[src/rtl/mna_flit_builder.sv]
// Packs one AXI4-Lite request into a header/body/tail flit triple on the lowest free VC.
// CHECKSUM_EN: when defined, the tail carries an XOR of the address and body payload bytes.
module mna_flit_builder #(
  parameter int ADDR_W = 32,
  parameter int DATA_W = 32,
  parameter int NUM_VC = 8,
  parameter int VC_W   = 3
) (
  input  logic                     clk,
  input  logic                     rst_n,
  input  logic                     req_valid,
  output logic                     req_ready,
  input  logic [ADDR_W-1:0]        addr,
  input  logic                     awrite,
  input  logic [DATA_W-1:0]        wdata,
  input  logic [NUM_VC-1:0]        is_allocatable,
  output logic                     flits_valid,
  input  logic                     flits_ack,
  output logic [2+VC_W+DATA_W-1:0] header,
  output logic [2+VC_W+DATA_W-1:0] body,
  output logic [2+VC_W+DATA_W-1:0] tail
);

  localparam logic [1:0] TYPE_HEADER = 2'b00;
  localparam logic [1:0] TYPE_BODY   = 2'b01;
  localparam logic [1:0] TYPE_TAIL   = 2'b10;

  logic [VC_W-1:0]   vc_sel;
  logic              vc_any;
  logic              accept;
  logic [DATA_W-1:0] payload;
  logic [7:0]        chk;

  // Descending scan so the lowest set index is the one left standing.
  always_comb begin
    vc_sel = '0;
    for (int i = NUM_VC - 1; i >= 0; i--) begin
      if (is_allocatable[i]) vc_sel = VC_W'(i);
    end
  end

  assign vc_any    = |is_allocatable;
  assign req_ready = (!flits_valid || flits_ack) && vc_any;
  assign accept    = req_valid && req_ready;
  assign payload   = awrite ? wdata : '0;

`ifdef CHECKSUM_EN
  always_comb begin
    chk = 8'h00;
    for (int k = 0; k < ADDR_W / 8; k++) chk = chk ^ addr[8*k +: 8];
    for (int k = 0; k < DATA_W / 8; k++) chk = chk ^ payload[8*k +: 8];
  end
`else
  assign chk = 8'h00;
`endif

  // Flit registers are only written on accept, so an ack alone leaves the last packet visible.
  always_ff @(posedge clk or negedge rst_n) begin
    if (!rst_n) begin
      flits_valid <= 1'b0;
      header      <= '0;
      body        <= '0;
      tail        <= '0;
    end else if (accept) begin
      flits_valid <= 1'b1;
      header      <= {TYPE_HEADER, vc_sel, addr[DATA_W-1:0]};
      body        <= {TYPE_BODY, vc_sel, payload};
      tail        <= {TYPE_TAIL, vc_sel, awrite, {(DATA_W-9){1'b0}}, chk};
    end else if (flits_ack) begin
      flits_valid <= 1'b0;
    end
  end

endmodule

[config.mk]
export PLATFORM = sky130hd
export DESIGN_NAME = mna_flit_builder
export DESIGN_NICKNAME = d
export VERILOG_FILES = /design/src/rtl/mna_flit_builder.sv
export SDC_FILE = /design/constraint.sdc
export NUM_CORES = 1
export LEC_CHECK = 0
export CORE_MARGIN = 4
export CORE_UTILIZATION = 45
export DETAILED_ROUTE_END_ITERATION = 6
export DONT_BUFFER_PORTS = 1
export SETUP_SLACK_MARGIN = 0.5
export SLEW_MARGIN = 10
export SYNTH_ARGS = -nofsm -noshare
export SYNTH_HDL_FRONTEND = slang
export SYNTH_SLANG_ARGS = --single-unit
export TNS_END_PERCENT = 50
[constraint.sdc]
create_clock -name clk -period 1.3 [get_ports clk]
set_input_delay 0.26 -clock clk [delete_from_list [all_inputs] [get_ports clk]]
set_output_delay 0.26 -clock clk [all_outputs]
set_load 0.1 [all_outputs]
==> flow_summary_export.csv <==
group,metric,value,unit
timing,rsz0062_at_grt,"yes",
grt,grtUsageTotal,17.8,%
grt,antenna_found_initial,0,
detailed_routing,antenna_left,0,
timing,finalCritPeriodShare,124,%
timing,fmax,621,MHz
synthesis,synth.distinct_cells,23,
setup_path,worstSetupPathType,"primary input to flip-flop",
floorplanning,rows,30,
synthesis,synth_top_area_share,54.3,%
synthesis,async_reset_ff_share,100,%
setup_path,r2r_start,"flits_valid",
clock_network,cts_tree,"built",
setup_path,crit_arrival,1.83,ns
synthesis,synth.area.top_cells,"dfrtp_1, mux2_4, buf_4",
synthesis,synth_edf_count,0,
cells_and_area,utilization,73.7,%
floorplanning,io_pins,190,
cells_and_area,syn_to_final_growth,56.8,%
detailed_routing,wl_per_cell,17.1,um
synthesis,synth.avg_cell_area,11.6,um2
synthesis,synthFlopType,"dfrtp_1",
setup_path,startpoint,"is_allocatable[5]",
floorplanning,core,6870,um2
detailed_routing,routed_wl,7.89,mm
cells_and_area,multi_input_area,1200,um2
floorplanning,die_x,92.7,um
timing,maxSlewViolCount,0,
timing,setup_viol,80,
synthesis,yosysSeqAreaShare,54.3,%
timing,fin_crit,1.61,ns
clock_network,clk_latency,0.34,ns
place,dp_slack,-0.508,ns
clock_network,clk_path_buf_depth,2,
floorplanning,die_h,92.7,um
floorplanning,die-area,8590,um2
cells_and_area,fin_nets,439,
cells_and_area,drive_above_1_share,42.5,%
timing,setup_ws,-0.309,ns
synthesis,synth_cells,278,
timing,fin_worst_hold_slack,-0.391,ns
grt,gr-total-overflow,0,
clock_network,clock_sinks,70,
clock_network,path_clk_slew,0.07,ns
outcome,status,"complete, but fails checks",
timing,fin_setup_tns,-17.21,ns
place,dp_hpwl,5.49,mm
setup_path,r2r_setup_slack,-0.25,ns
grt,grt_pass1_vias,2229,
clock_network,htreeDepth,3,
detailed_routing,initialDrtViolationCount,63,
clock_network,cts-buffers-inserted,9,
setup_path,critPathCaptureType,"flip-flop",
power_and_ir_drop,vdd_drop_max,970,uV
grt,grt_pass1_wl,11.7,mm
timing,finalClockSkew,0.00957,ns
job,maxCapViolCount,0,
floorplanning,start_util,47.0,%
cells_and_area,n_fill_cell,446,
synthesis,yosys.area.top_type,"dfrtp_1",
synthesis,ys_warn_count,0,
detailed_routing,drc_errors,0,
cells_and_area,n_antenna_cell,0,
synthesis,synth-seq-cells,70,
grt,grt_start_max_net_pins,71,
setup_path,crit_fanout,7,
clock_network,ctsHoldBuffers,1,
place,port_buffers,0,
detailed_routing,dr.pass1.iters,4,
power_and_ir_drop,p_leak,2.40,nW
clock_network,cts_root_buffer,"clkbuf_8",
timing,finalHoldViolations,70,
setup_path,worstPathRequired,1.52,ns
synthesis,syn_area,3230,um2
power_and_ir_drop,p_per_area,1820,nW/um2
detailed_routing,routed_via_density,4.72,
detailed_routing,vias,2177,
place,gp_congestion,0.728,
cells_and_area,regArea,1770,um2
setup_path,worstSetupStartpointType,"primary input",
worst_hold_path,hold_class,"primary input to async pin",
outcome,violations,"hold timing, setup timing",
[critical path, cell delays in order]
cell	delay, ns
or4_4	0.53
buf_6	0.14
o211ai_4	0.29
buf_4	0.18
buf_8	0.13
mux2_4	0.30
[worst paths after layout]
path	to	cells past startpoint
worst max-delay path	header[31]	6
worst min-delay path	body[14]	0
worst max register to register	body[21]	8
worst min register to register	body[9]	2
max in group asynchronous	body[20]	0
min in group clk	tail[33]	1
[layout make-up]
cell class | instances | share of cell area (%)
tap | 96 | 2.37
clock inverter | 1 | 0.0989
multi-input combinational | 184 | 23.7
sequential | 70 | 34.9
inverter | 1 | 0.0742
clock buffer | 13 | 3.34
timing repair buffer | 96 | 35.5
[layout by cell type (no fill, tap or decap), types with 2 or more instances in the layout]
| master | synthesis | final |
|---|---|---|
| a31oi_1 | 2 | 2 |
| buf_12 | 3 | 73 |
| buf_16 | 0 | 3 |
| buf_4 | 45 | 4 |
| buf_6 | 2 | 11 |
| clkbuf_16 | 0 | 3 |
| clkbuf_8 | 0 | 12 |
| conb_1 | 1 | 35 |
| dfrtp_1 | 70 | 65 |
| dfrtp_2 | 0 | 2 |
| dfrtp_4 | 0 | 3 |
| mux2_4 | 30 | 33 |
| nand2_1 | 66 | 65 |
| nor3_1 | 3 | 3 |
| o21ai_0 | 34 | 22 |
| o21ai_1 | 0 | 11 |
| or4_4 | 2 | 2 |
[layer usage]
layer  track usage [%]  up-vias  share of wire (%)
met3              8.37        4                9.5
li1                  -     1005                  -
met2              28.3      120                 51
met5                 0        -                  0
met4              4.03        0               0.44
met1              22.0     1048                 39
[state kept, by name, indices dropped and copies added (netlist names)]
signal and count:
body 32, header 32, tail 5, flits_valid 1
[per-stage QoR]
step,power [mW],std cells,area (um2)
2_1_floorplan,6.14,312,3430
3_3_place_gp,7.36,432,4470
3_5_place_dp,7.41,432,4470
4_1_cts,9.18,455,4930
5_1_grt,9.51,461,5060
6_report,9.21,461,5060
[cells by family (layout without fill, tap and decap cells)]
kind of cell,count (synthesis),in the layout,share of synthesized area [%]
other,1,35,0.116
buffers and inverters,58,111,14.0
muxes,34,34,15.4
and+or+nand+nor,75,75,9.54
AOI/OAI and AO/OA,40,40,6.71
DFF,70,70,54.3
[power breakdown]
part	internal, mW	switching, mW	leakage, nW	total [mW]
combinational	1.59	3.27	1.46	4.85
sequential	2.48	0.301	0.856	2.78
clock	0.826	0.757	0.0914	1.58
[synth_stat cells, types with 2 or more instances]
cell	count
buf_12	3
nand2_1	66
buf_6	2
a31oi_1	2
clkbuf_1	6
mux2_4	30
o21ai_0	34
dfrtp_1	70
nand2b_1	2
mux2_1	2
or4_4	2
buf_4	45
mux2_2	2
nor3_1	3
[what timing repair did]
item,in CTS,in global routing
pin swaps,3,2
gates resized for setup,49,17
setup buffers,7,3
cloned,1,3
setup endpoints to repair,148,148
endpoints found under the hold margin,72,71
(Power assumes the default switching activity.)
